[src/rtl/uart_pkg.sv]
// Shared types for the UART transmit (and future receive) paths.
package uart_pkg;

  localparam int UART_MIN_DATA_BITS = 5;
  // Frame divider storage width; baud_div is zero-extended into it, so DIV_WID must not exceed it.
  localparam int UART_DIV_W = 32;

  typedef enum logic [2:0] {
    IDLE,
    START,
    DATA,
    PARITY,
    STOP
  } uart_tx_state_e;

  typedef struct packed {
    logic [1:0]            data_bits;
    logic                  parity_en;
    logic                  parity_odd;
    logic                  stop2;
    logic [UART_DIV_W-1:0] div;
  } uart_frame_cfg_t;

  // Keeps only the bits that are actually transmitted for a given data length.
  function automatic logic [7:0] data_mask(input logic [1:0] data_bits);
    return 8'hFF >> (2'd3 - data_bits);
  endfunction

endpackage

[src/rtl/uart_tx_fifo_if.sv]
// Byte write port into the UART transmit FIFO.
interface uart_tx_fifo_if #(
  parameter int LVL_WID = 4
);
  logic               wr_valid;
  logic [7:0]         wr_data;
  logic               wr_ready;
  logic [LVL_WID-1:0] fifo_level;

  modport master (output wr_valid, wr_data, input wr_ready, fifo_level);
  modport slave  (input wr_valid, wr_data, output wr_ready, fifo_level);
endinterface

[src/rtl/sync_fifo.sv]
// Single-clock FIFO with occupancy count; no fall-through, head is read combinationally.
module sync_fifo #(
  parameter int WIDTH   = 8,
  parameter int DEPTH   = 8,
  parameter int LVL_WID = $clog2(DEPTH) + 1
) (
  input  logic               hclk,
  input  logic               hresetn,
  input  logic               push,
  input  logic [WIDTH-1:0]   push_data,
  input  logic               pop,
  output logic [WIDTH-1:0]   pop_data,
  output logic [LVL_WID-1:0] level,
  output logic               full,
  output logic               empty
);

  localparam int PTR_W = $clog2(DEPTH);

  logic [WIDTH-1:0] mem [DEPTH];
  logic [PTR_W-1:0] wr_ptr;
  logic [PTR_W-1:0] rd_ptr;
  logic             do_push;
  logic             do_pop;

  assign full     = (level == LVL_WID'(DEPTH));
  assign empty    = (level == '0);
  assign do_push  = push && !full;
  assign do_pop   = pop && !empty;
  assign pop_data = mem[rd_ptr];

  // NOTE: storage has no reset; the level and pointers guarantee stale entries are never read.
  always_ff @(posedge hclk) begin
    if (do_push) mem[wr_ptr] <= push_data;
  end

  always_ff @(posedge hclk or negedge hresetn) begin
    if (!hresetn) begin
      wr_ptr <= '0;
      rd_ptr <= '0;
      level  <= '0;
    end else begin
      if (do_push) wr_ptr <= wr_ptr + PTR_W'(1);
      if (do_pop)  rd_ptr <= rd_ptr + PTR_W'(1);
      case ({do_push, do_pop})
        2'b10:   level <= level + LVL_WID'(1);
        2'b01:   level <= level - LVL_WID'(1);
        default: level <= level;
      endcase
    end
  end

endmodule

[src/rtl/uart_tx_fifo.sv]
// FIFO-buffered UART transmitter: 5-8 data bits, optional parity, 1 or 2 stop bits, LSB first.
module uart_tx_fifo
  import uart_pkg::*;
#(
  parameter int DIV_WID    = 16,
  parameter int FIFO_DEPTH = 8,
  parameter int LVL_WID    = $clog2(FIFO_DEPTH) + 1
) (
  input  logic               hclk,
  input  logic               hresetn,
  input  logic [DIV_WID-1:0] baud_div,
  input  logic [1:0]         cfg_data_bits,
  input  logic               cfg_parity_en,
  input  logic               cfg_parity_odd,
  input  logic               cfg_stop2,
  uart_tx_fifo_if.slave      wr_bus,
  output logic               tx_busy,
  output logic               tx_done,
  output logic               uart_txd
);

  uart_tx_state_e        state_q, state_n;
  uart_frame_cfg_t       frame_q, cfg_in;
  logic [UART_DIV_W-1:0] cnt_q;
  logic [2:0]            idx_q;
  logic [7:0]            shift_q;
  logic [7:0]            data_q;
  logic [7:0]            fifo_head;
  logic [LVL_WID-1:0]    level;
  logic                  fifo_full, fifo_empty;
  logic                  pop, bit_end, last_data, last_stop;
  logic                  txd_n, done_n;

  sync_fifo #(
    .WIDTH   (8),
    .DEPTH   (FIFO_DEPTH),
    .LVL_WID (LVL_WID)
  ) u_fifo (
    .hclk      (hclk),
    .hresetn   (hresetn),
    .push      (wr_bus.wr_valid),
    .push_data (wr_bus.wr_data),
    .pop       (pop),
    .pop_data  (fifo_head),
    .level     (level),
    .full      (fifo_full),
    .empty     (fifo_empty)
  );

  assign wr_bus.wr_ready   = !fifo_full;
  assign wr_bus.fifo_level = level;
  assign tx_busy           = (state_q != IDLE) || (level != '0);

  // Live configuration, sampled into frame_q only when a byte is popped.
  always_comb begin
    cfg_in.data_bits  = cfg_data_bits;
    cfg_in.parity_en  = cfg_parity_en;
    cfg_in.parity_odd = cfg_parity_odd;
    cfg_in.stop2      = cfg_stop2;
    cfg_in.div        = (baud_div == '0) ? UART_DIV_W'(1) : UART_DIV_W'(baud_div);
  end

  assign bit_end   = (cnt_q == frame_q.div - UART_DIV_W'(1));
  assign last_data = (idx_q == 3'(UART_MIN_DATA_BITS - 1) + {1'b0, frame_q.data_bits});
  assign last_stop = (idx_q == {2'b00, frame_q.stop2});

  always_comb begin
    // NOTE: every output gets a default first so no path through the case leaves a latch.
    state_n = state_q;
    pop     = 1'b0;
    done_n  = 1'b0;
    txd_n   = 1'b1;
    unique case (state_q)
      IDLE: begin
        if (!fifo_empty) begin
          pop     = 1'b1;
          state_n = START;
        end
      end
      START: begin
        txd_n = 1'b0;
        if (bit_end) state_n = DATA;
      end
      DATA: begin
        txd_n = shift_q[0];
        if (bit_end && last_data) state_n = frame_q.parity_en ? PARITY : STOP;
      end
      PARITY: begin
        txd_n = ^(data_q & data_mask(frame_q.data_bits)) ^ frame_q.parity_odd;
        if (bit_end) state_n = STOP;
      end
      STOP: begin
        if (bit_end && last_stop) begin
          done_n = 1'b1;
          // Chain straight into the next start bit when more data is queued.
          if (!fifo_empty) begin
            pop     = 1'b1;
            state_n = START;
          end else begin
            state_n = IDLE;
          end
        end
      end
      default: state_n = IDLE;
    endcase
  end

  always_ff @(posedge hclk or negedge hresetn) begin
    if (!hresetn) begin
      state_q  <= IDLE;
      frame_q  <= '0;
      cnt_q    <= '0;
      idx_q    <= '0;
      shift_q  <= '0;
      data_q   <= '0;
      uart_txd <= 1'b1;
      tx_done  <= 1'b0;
    end else begin
      // NOTE: non-blocking only; a blocking write would let later lines see this edge's new value.
      state_q  <= state_n;
      uart_txd <= txd_n;
      tx_done  <= done_n;
      if (pop) begin
        frame_q <= cfg_in;
        shift_q <= fifo_head;
        data_q  <= fifo_head;
        cnt_q   <= '0;
        idx_q   <= '0;
      end else if (state_q != IDLE) begin
        if (bit_end) begin
          cnt_q <= '0;
          idx_q <= (state_n == state_q) ? idx_q + 3'd1 : 3'd0;
          if (state_q == DATA) shift_q <= shift_q >> 1;
        end else begin
          cnt_q <= cnt_q + UART_DIV_W'(1);
        end
      end
    end
  end

endmodule

[src/flat_wrapper.sv]
// flat-port wrapper written by rule: the top's interface ports become plain ports
module uart_tx_fifo_flat import uart_pkg::*;
#(
  parameter int DIV_WID    = 16,
  parameter int FIFO_DEPTH = 8,
  parameter int LVL_WID    = $clog2(FIFO_DEPTH) + 1
)
  (hclk, hresetn, baud_div, cfg_data_bits, cfg_parity_en, cfg_parity_odd, cfg_stop2, tx_busy, tx_done, uart_txd, wr_bus_wr_valid, wr_bus_wr_data, wr_bus_wr_ready, wr_bus_fifo_level);
  uart_tx_fifo_if #(.LVL_WID(LVL_WID)) wr_bus_i ();
  input  logic hclk;
  input  logic hresetn;
  input  logic [DIV_WID-1:0] baud_div;
  input  logic [1:0] cfg_data_bits;
  input  logic cfg_parity_en;
  input  logic cfg_parity_odd;
  input  logic cfg_stop2;
  output logic tx_busy;
  output logic tx_done;
  output logic uart_txd;
  input wire logic [$bits(wr_bus_i.wr_valid)-1:0] wr_bus_wr_valid;
  input wire logic [$bits(wr_bus_i.wr_data)-1:0] wr_bus_wr_data;
  output wire logic [$bits(wr_bus_i.wr_ready)-1:0] wr_bus_wr_ready;
  output wire logic [$bits(wr_bus_i.fifo_level)-1:0] wr_bus_fifo_level;
  assign wr_bus_i.wr_valid = wr_bus_wr_valid;
  assign wr_bus_i.wr_data = wr_bus_wr_data;
  assign wr_bus_wr_ready = wr_bus_i.wr_ready;
  assign wr_bus_fifo_level = wr_bus_i.fifo_level;
  uart_tx_fifo #(.DIV_WID(DIV_WID), .FIFO_DEPTH(FIFO_DEPTH), .LVL_WID(LVL_WID)) u_core (.hclk(hclk), .hresetn(hresetn), .baud_div(baud_div), .cfg_data_bits(cfg_data_bits), .cfg_parity_en(cfg_parity_en), .cfg_parity_odd(cfg_parity_odd), .cfg_stop2(cfg_stop2), .wr_bus(wr_bus_i), .tx_busy(tx_busy), .tx_done(tx_done), .uart_txd(uart_txd));
endmodule
[config.mk]
export PLATFORM = sky130hd
export DESIGN_NAME = uart_tx_fifo_flat
export DESIGN_NICKNAME = d
export VERILOG_FILES = /design/src/rtl/uart_pkg.sv /design/src/rtl/uart_tx_fifo_if.sv /design/src/rtl/sync_fifo.sv /design/src/rtl/uart_tx_fifo.sv /design/src/flat_wrapper.sv
export SDC_FILE = /design/constraint.sdc
export NUM_CORES = 1
export LEC_CHECK = 0
export ABC_AREA = 1
export CORE_AREA = 10 10 192 194
export DETAILED_ROUTE_END_ITERATION = 16
export DIE_AREA = 0 0 202 204
export SLEW_MARGIN = 20
export SYNTH_ARGS = -nofsm -noshare
export SYNTH_HDL_FRONTEND = slang
export SYNTH_SLANG_ARGS = --single-unit
[constraint.sdc]
create_clock -name hclk -period 10.8 [get_ports hclk]
set_input_delay 2.16 -clock hclk [delete_from_list [all_inputs] [get_ports hclk]]
set_output_delay 2.16 -clock hclk [all_outputs]
set_load 0.02 [all_outputs]
## After elaboration in Yosys (flattened, before gate mapping)

Memory sizes are Yosys's and may differ from the RTL's.
Index checks and enable logic that the tools add are counted.

- Memory bits (writable): 64
- Logic and storage cells: 87
- Memories kept: 1
- Output and inout bits: 8
- Input port bits: 32
- Register bits: 103

- Equal/unequal tests: 11
- Shift-type cells: 1
- Muxes and demuxes: 29
- Bitwise operators: 2
- Reductions and logical operators: 19
- Add/sub/neg operators: 9

Memory list:

| memory | words | width | rd ports | clocked after memory_dff | wr ports | line | RTL |
|---|---|---|---|---|---|---|---|
| u_core.u_fifo.mem | 8 | 8 | 1 | 0 | 1 | sync_fifo.sv:20 | `logic [WIDTH-1:0] mem [DEPTH];` |

Operators with widths:

| operator | number |
|---|---|
| 2-to-1 mux 32 bit | 3 |
| adder 32 x 1 -> 32 bit (second input constant) | 1 |
| == test 32 bit | 1 |
| 2-to-1 mux 8 bit | 4 |
| subtractor 32 x 1 -> 32 bit (second input constant) | 1 |
| 2-to-1 mux 3 bit | 10 |
| logical NOT 16 bit | 1 |
| 2-to-1 mux 16 bit | 1 |
| one-hot mux 3 bit (5 select lines) | 1 |
| adder 3 x 1 -> 3 bit (second input constant) | 3 |
| AND 8 bit | 1 |
| one-hot mux 4 bit (2 select lines) | 1 |
| nonzero test 2 bit | 4 |
| XOR reduction 8 bit | 1 |
| right shift 8 x 2 -> 8 bit (first input constant) | 1 |
| 2-to-1 mux 1 bit | 7 |
| == test 3 x 2 -> 1 bit (second input constant) | 2 |
| == test 3 bit | 2 |
| adder 4 x 1 -> 4 bit (second input constant) | 1 |
| == test 4 bit (second input constant) | 1 |
| logical AND 1 bit | 4 |
| logical NOT 4 bit | 1 |
| nonzero test 4 bit | 1 |
| subtractor 4 x 1 -> 4 bit (second input constant) | 1 |
| other kinds (16) | 17 |

## Longest topological paths before layout

Gate-level depths: netlist (run 1).

- Depth in word-level cells: 10
- Depth in mapped cells: 30
- Mapped depth without buffers: 29

## Cells and area by module

From an unflattened synthesis (run 1), not the netlist that was laid out.

- Cells, all modules: 1172
- Area total of the unflattened synthesis: 8744.6 µm²

By module, submodules not included:

| module | sequential area each (µm²) | cells an instance | instances | area an instance (µm²) |
|---|---|---|---|---|
| uart_tx_fifo | 1928.1 | 815 | 1 | 5342.6 |
| sync_fifo | 2172.1 | 357 | 1 | 3402.0 |

## Worst setup path after synthesis (run 1)

Ideal clock, no wire load.

- Kind: flip-flop to flip-flop
- Start point: register u_core.frame_q[2] in the netlist's numbering
- End point: register u_core.u_fifo.level[3]
- Arrival: 3.606 ns
- Clock period less this slack: 3.685 ns
- Slack: 7.115 ns
- Buffers on the path: 1
- Stages on the path, launching flop included: 29
- Library setup time: 0.080 ns
- Required time: 10.720 ns
- Path through: dfrtp_1 -> nor2_1 -> nand2_2 -> nor2_1 -> nand2_1 -> nor4_1 -> ha_1 -> nand2_1 -> nand2_1 -> nor2_1 -> nand2_1 -> nor2_1 -> nand2_1 -> nor2_1 -> nand2_1 -> nor2_4 -> nand4_4 -> nand2_4 -> nand2_4 -> inv_2 -> buf_4 -> ha_1 -> nor2_1 -> nor2_1 -> nand2_1 -> nor2_1 -> a31oi_1 -> a211oi_1 -> xor2_1

- Longest elaborated chain between the ends: 8
- Elaborated cells on any way between the ends: 10
- Those cells by class: 1 x add/sub; 3 x eq/ne; 3 x mux; 3 x reduce/logical

Ends and longest elaborated chain:

| what | line | RTL |
|---|---|---|
| from (decl) | uart_tx_fifo.sv:23 | `uart_frame_cfg_t frame_q, cfg_in;` |
| from (signal assigned) | uart_tx_fifo.sv:124 | `frame_q <= cfg_in;` |
| subtractor 32 x 1 -> 32 bit (*) | uart_tx_fifo.sv:63 | `assign bit_end = (cnt_q == frame_q.div - UART_DIV_W'(1));` |
| == test 32 bit (*) | uart_tx_fifo.sv:63 |  |
| logical AND 1 bit (*) | uart_tx_fifo.sv:93 | `if (bit_end && last_stop) begin` |
| 2-to-1 mux 1 bit (*) | uart_tx_fifo.sv:93 |  |
| one-hot mux 1 bit (2 select lines) (*) | uart_tx_fifo.sv:73 | `unique case (state_q)` |
| logical AND 1 bit (*) | sync_fifo.sv:29 | `assign do_pop = pop && !empty;` |
| via u_core.u_fifo.do_pop | sync_fifo.sv:24 | `logic do_pop;` |
| == test 2 x 1 -> 1 bit or == test 2 bit (tied branches) | sync_fifo.sv:45 | `case ({do_push, do_pop})` |
| one-hot mux 4 bit (2 select lines) or nonzero test 2 bit (tied branches) | -- |  |
| to (signal assigned) | sync_fifo.sv:46 | `2'b10: level <= level + LVL_WID'(1);` |
| to (signal assigned) | sync_fifo.sv:47 | `2'b01: level <= level - LVL_WID'(1);` |
| to (signal assigned) | sync_fifo.sv:48 | `default: level <= level;` |
| to (decl) | sync_fifo.sv:13 | `output logic [LVL_WID-1:0] level,` |

Mark *: on every way through the listed nets, which the timed path passes. The rest lies on a longest branch.
A chain may end at the register's enable or synchronous reset.

## Worst setup path after layout (run 1)

- Start point: register u_core.state_q[2]
- End point: output tx_busy

- Longest elaborated chain between the ends: 2

Ends and longest elaborated chain:

| what | line | RTL |
|---|---|---|
| from (decl) | uart_tx_fifo.sv:22 | `uart_tx_state_e state_q, state_n;` |
| from (signal assigned) | uart_tx_fifo.sv:120 | `state_q <= state_n;` |
| nonzero test 3 bit | uart_tx_fifo.sv:52 | `assign tx_busy = (state_q != IDLE) \|\| (level != '0);` |
| logical OR 1 bit | uart_tx_fifo.sv:52 |  |
| to (decl) | flat_wrapper.sv:17 | `output logic tx_busy;` |

No other way between the ends.

==> results of run 1 <==
[kinds of logic (layout without fill, tap and decap cells)]
logic type / Yosys count / after routing
AO/OA/AOI/OAI: 105 / 105
XOR/XNOR: 47 / 47
adder cells (fa/ha/maj): 9 / 9
buffers and inverters: 120 / 171
flip-flops: 151 / 151
multiplexers: 1 / 1
AND/OR/NAND/NOR: 546 / 546
[critical path: cells and delay by family, from the launching register on]
kind	cells	cell delay (ps)
buf+inv	4	1510
flops	1	500
simple gates	2	300
[power by group]
part	switching, mW	leakage [nW]	total, mW	internal [mW]
combinational	0.511	2.00	0.784	0.273
sequential	0.116	1.70	0.854	0.738
clock	0.273	0.284	0.582	0.308
[cell usage in the layout (no fill, tap or decap), drive strengths merged, types with 17 or more instances in the layout]
master           n
a21oi           20
clkbuf          17
clkdlybuf4s50   38
dfrtp           86
edfxtp          64
inv            105
nand2          288
nand3           59
nand4           17
nor2           128
nor3            29
o21ai           58
xor2            34
[per-layer routing]
layer	vias to the layer above	wire [um]	track usage, %
li1	3327	-	-
met3	30	855	2.235
met1	3139	9525	12.54
met4	0	383	3.436
met5	-	0	0
met2	159	10830	18.08
[layout make-up]
class	count	area (um^2)	area share (%)
tap	448	560.5	5.851
multi-input combinational	708	3558	37.14
sequential	151	4100	42.80
clock inverter	15	153.9	1.606
inverter	96	360.3	3.761
clock buffer	17	425.4	4.440
timing repair buffer	43	421.7	4.401
[sequential cells by signal (all words and copies together), names as in the netlist]
name                  cells
u_core.cnt_q             32
u_core.data_q             8
u_core.frame_q           21
u_core.idx_q              3
u_core.shift_q            8
u_core.state_q            3
u_core.tx_done            1
u_core.u_fifo.level       4
u_core.u_fifo.mem        64
u_core.u_fifo.rd_ptr      3
u_core.u_fifo.wr_ptr      3
u_core.uart_txd           1
[stage by stage]
step	worst slack [ps]	area [um^2]	utilization (%)	std cells	total power, mW
3_5_place_dp	6038	8997	27.17	1446	1.653
2_1_floorplan	7115	8158	-	979	1.416
6_report	5902	9580	28.93	1478	2.219
3_3_place_gp	6221	8997	27.17	1446	1.640
5_1_grt	5388	9580	28.93	1478	2.388
4_1_cts	5905	9577	28.92	1478	2.241
[worst max-delay path by stage]
stage                                  from                endpoint  slack [ps]  cells after the start
after floorplan           u_core.frame_q[2]  u_core.u_fifo.level[3]        7110                     28
after global placement    u_core.frame_q[2]  u_core.u_fifo.level[3]        6220                     27
after detailed placement  u_core.frame_q[2]  u_core.u_fifo.level[3]        6040                     27
after CTS                 u_core.state_q[2]                 tx_busy        5900                      6
after global routing      u_core.frame_q[2]  u_core.u_fifo.level[3]        5390                     27
final                     u_core.state_q[2]                 tx_busy        5900                      6
==> flow_summary.toml, run 1 <==
[clocking]
holdBufCountCts = 0
clock_path_buffers = 2
cts_resized = 0
clock-sinks = 151
cts_buffers = 17
clkLatencyLatePin_ps = 430
cts_setup_buffers = 0
clk_pin_slew_worst_paths_ps = 70
ctsRootBufferMaster = "clkbuf_16"
cts_tree = "done"
cts.htree.levels = 4

[worst_setup_path]
crit_fanout = 15
cp_cell_sequence = "inv_1, nand2_1, nor2_1, buf_4, inv_1, clkdlybuf4s50_1"
critical-path-max-stage-delay_ps = 740
rrSetupSlack_ps = 5990
cp.required_ps = 8640
critPathCaptureType = "output port"
cp.arrival_ps = 2740
r2r_end = "u_core.u_fifo.level[3]"
r2r_cells = 27
cpMostUsedCell = "inv_1"
cp-start-kind = "flop"
setup.worst_path.class = "reg -> out"
slowest_stage = "clkdlybuf4s50_1"
r2r_start = "u_core.frame_q[2]"

[cells_and_area]
n_antenna_cell = 0
drive_gt1_share_pct = 6.602
area_growth_pct = 17.44
finalNetCount = 1058
fill_cells = 3508

[routing]
dr.pass1.iters = 5
drcViolationCount = 0
drt-total-wl_mm = 21.59
drt-initial-drc-count = 493
vias = 6655
ant_nets = 0
via_per_inst = 4.503
wire_per_inst_um = 14.61

[timing]
rsz0062_at_grt = "false"
fin_hold_ws_ps = 466.5
final.setup.tns_ps = 0
finalClockSkew_ps = 10.80
fin_crit_sh_pct = 45.35
period_minus_slack_ps = 4898
worstMarginPinSlew_ps = 980.3
setup_viol = 0
finalHoldViolCount = 0
finalMaxSlewViolations = 0
clock.fmax_mhz = 204.2
maxSlewHeadroom_pct = 34.57

[place]
io_buffers = 39
place_congestion = 0.9281
dp_hpwl_mm = 16.04

[floorplanning]
die-area_um2 = 41210
rows = 67
coreArea_um2 = 33110
die_y_um = 204
die_x_um = 202
start_util_pct = 24.64
top_level_ports = 40

[logic_synthesis]
synth_seq_cells = 151
netlist_area_um2 = 8158
synth_compound_area_share_pct = 7.546
synth_ff_type = "dfrtp_1"
seq_area_frac_synth_pct = 50.26
async_flop_share_pct = 57.62
postSynthCellCount = 979
synth_cell_types = 47
synth_area_leaders = "dfrtp_1 26%, edfxtp_1 24%, nand2_1 13%"
synth_most_common_cell = "nand2_1"
synth_fa_ha_area_share_pct = 1.380
ys_warn_count = 0
synth_edf_count = 64
syn_avg_cell_area_um2 = 8.333
synth-xor-area-share_pct = 5.046
synth_area_leader_cell = "dfrtp_1"
yosys.area_share.simple_pct = 29.51
synth_common_cells = "282 x nand2_1, 113 x nor2_1, 93 x inv_1"
synth_top_family_by_area = "simple AND/OR/NAND/NOR gates"
synth_top_area_share_pct = 26.38
yosys-mux-area-fraction_pct = 0.1380
syn_nets = 1020

[grt]
antenna_found_initial = 0
grt_max_degree = 80
gr-usage-all-layers_pct = 10.41
grt_overflow_total = 0
grt_pass1_vias = 6488
grt_pass1_wl_mm = 34.21

[outcome]
status = "completed"

[hold_path]
min_from = "u_core.data_q[5]"
worstHoldEndpoint = "u_core.data_q[5]"
worstHoldPathType = "reg -> reg"
holdPathStages = 2

[power_and_ir_drop]
p_per_area_nw_per_um2 = 231.6
ir_worst_vdd_mv = 0.1189
p_leak_nw = 3.978

[run]
maxCapViolations = 0
(Power assumes the default switching activity.)
==> inputs of run 2 (changes only) <==
clock period = 4.3 ns   (was 10.8 ns; I/O delays follow)
==> run 2 against run 1 <==
  * Hold slack better by 8.4 ps
  * Via count grew 1.5%
  * Power rose to 2.5 times the previous value
==> flow_summary.toml, run 2 (synthesis gave the netlist of run 1 again) <==
[cells_and_area]
reg_top3 = "u_core.u_fifo.mem: 64 flops, u_core.cnt_q: 32 flops, u_core.frame_q: 21 flops"
largest_reg_flops = 64
multi_input_area_um2 = 3567
fill_cells = 3527
mostFrequentLayoutCells = "282 x nand2_1, 112 x nor2_1, 93 x inv_1, 86 x dfrtp_1, 64 x edfxtp_1"
layout_commonest_cell = "nand2_1"
area_growth_pct = 17.96
regArea_um2 = 4100
drive_gt1_share_pct = 6.770
regMostFlops = "u_core.u_fifo.mem"
n_antenna_cell = 0
finalNetCount = 1062

[worst_setup_path]
cpMostUsedCell = "nor2_1"
cp.arrival_ps = 2920
setup.worst_path.class = "reg -> out"
cp_cell_sequence = "nor2_1, nand2_1, buf_4, nor2_1, inv_1, clkdlybuf4s50_1"
crit_family = "simple AND/OR/NAND/NOR gates"
critPathCaptureType = "output port"
slowest_stage = "nor2_1"
rrSetupSlack_ps = 530
cp-start-kind = "flop"
critPathBufInv = 3
cp.required_ps = 3440
critical-path-max-stage-delay_ps = 750
crit_fanout = 14

[routing]
vias = 6757
wire_per_inst_um = 14.26
drcViolationCount = 0
drt-total-wl_mm = 21.14
drt-initial-drc-count = 540
ant_nets = 0
via_per_inst = 4.559
dr.pass1.iters = 5

[clocking]
cts_tree = "done"
clock_path_buffers = 2
clkLatencyLatePin_ps = 430
cts.htree.levels = 4
ctsRootBufferMaster = "clkbuf_16"
clk_pin_slew_worst_paths_ps = 60
clock-sinks = 151
cts_buffers = 17
holdBufCountCts = 0

[timing]
worstMarginPinSlew_ps = 975.9
fin_crit_sh_pct = 87.90
setup_viol = 0
fin_hold_ws_ps = 474.9
finalMaxSlewViolations = 0
rsz0062_at_grt = "false"
maxSlewHeadroom_pct = 34.70
finalHoldViolCount = 0
finalClockSkew_ps = 16.37
period_minus_slack_ps = 3780
clock.fmax_mhz = 264.6
final.setup.tns_ps = 0

[power_and_ir_drop]
intPower_mw = 3.444
clkPwrFrac_pct = 26.8
p_per_area_nw_per_um2 = 586.1
p_leak_nw = 3.990
ir_worst_vdd_mv = 0.2691
pwr-share-comb_pct = 35.0
switching_share_pct = 38.93
p_switching_mw = 2.195
pwr-share-seq_pct = 38.2

[grt]
grt_overflow_total = 0
grt.busiest_layer = "met2"
met2_usage_pct = 17.55
gr-usage-met3_pct = 2.251
grt_pass1_vias = 6578
grt_max_degree = 69
grt_pass1_wl_mm = 34.91
gr-usage-all-layers_pct = 10.47
antenna_found_initial = 0
grt_util_met1_pct = 13.02

[place]
dp_hpwl_mm = 15.59
io_buffers = 39
place_congestion = 0.8707

[floorplanning]
rows = 67
die_y_um = 204
die_x_um = 202
start_util_pct = 24.64
coreArea_um2 = 33110
die-area_um2 = 41210
top_level_ports = 40

[run]
maxCapViolations = 0

[hold_path]
worstHoldPathType = "reg -> reg"

[outcome]
status = "completed"
## run 2: repair_timing
action,CTS,global route
endpoints found under the setup margin,0,5
gates resized for setup,0,3
hold endpoints to repair,0,0
setup buffers,0,0
## run 2: worst reg2reg max path: cells and delay by family, from the launching register on
kind / cells / cell delay (ps)
fa+ha+maj: 2 / 640
buf+inv: 2 / 350
flops: 1 / 420
simple gates: 17 / 1860
xor+xnor: 1 / 170
compound gates: 1 / 280
## run 2: routing by layer
layer	wire length (um)	vias up
met5	0	-
met4	402	0
met3	946	25
met2	10430	168
met1	9356	3236
li1	-	3328
## run 2: final cells by class
cell class              count  share of cell area, %
clock inverters            10                  1.235
multi-input cells         708                  37.07
well taps                 448                  5.825
clock buffers              22                  4.824
repair buffers             47                  4.694
flip-flops and latches    151                  42.61
inverters                  96                  3.745
## run 2: metrics by stage
stage | std cells | total power [mW] | util (%) | area (um^2) | worst slack (ps)
3_5_place_dp | 1450 | 4.155 | 27.26 | 9027 | 299.2
6_report | 1482 | 5.640 | 29.06 | 9623 | 520.3
3_3_place_gp | 1450 | 4.111 | 27.26 | 9027 | 372.1
5_1_grt | 1482 | 6.053 | 29.06 | 9623 | 38.63
2_1_floorplan | 979 | 3.558 | - | 8158 | 614.7
4_1_cts | 1482 | 5.681 | 29.02 | 9610 | 290.5
## run 2: path summary, 6_finish.rpt
| check | startpoint | end | depth (start not counted) |
|---|---|---|---|
| setup / recovery | u_core.state_q[1] | tx_busy | 6 |
| hold / removal | u_core.data_q[5] | u_core.data_q[5] | 2 |
| setup reg to reg | u_core.frame_q[2] | u_core.u_fifo.level[3] | 23 |
| hold reg to reg | u_core.data_q[5] | u_core.data_q[5] | 2 |
| max in group asynchronous | hresetn | u_core.uart_txd | 2 |
| min in group asynchronous | hresetn | u_core.frame_q[9] | 1 |
## run 2: power by group through the flow
stage                     combinational, mW  clock, mW  sequential [mW]
after global routing                   2.24       1.61             2.20
after CTS                              1.99       1.54             2.15
after floorplan                        1.44          0             2.11
after global placement                 1.95          0             2.16
after detailed placement               1.98          0             2.17
final                                  1.97       1.51             2.15
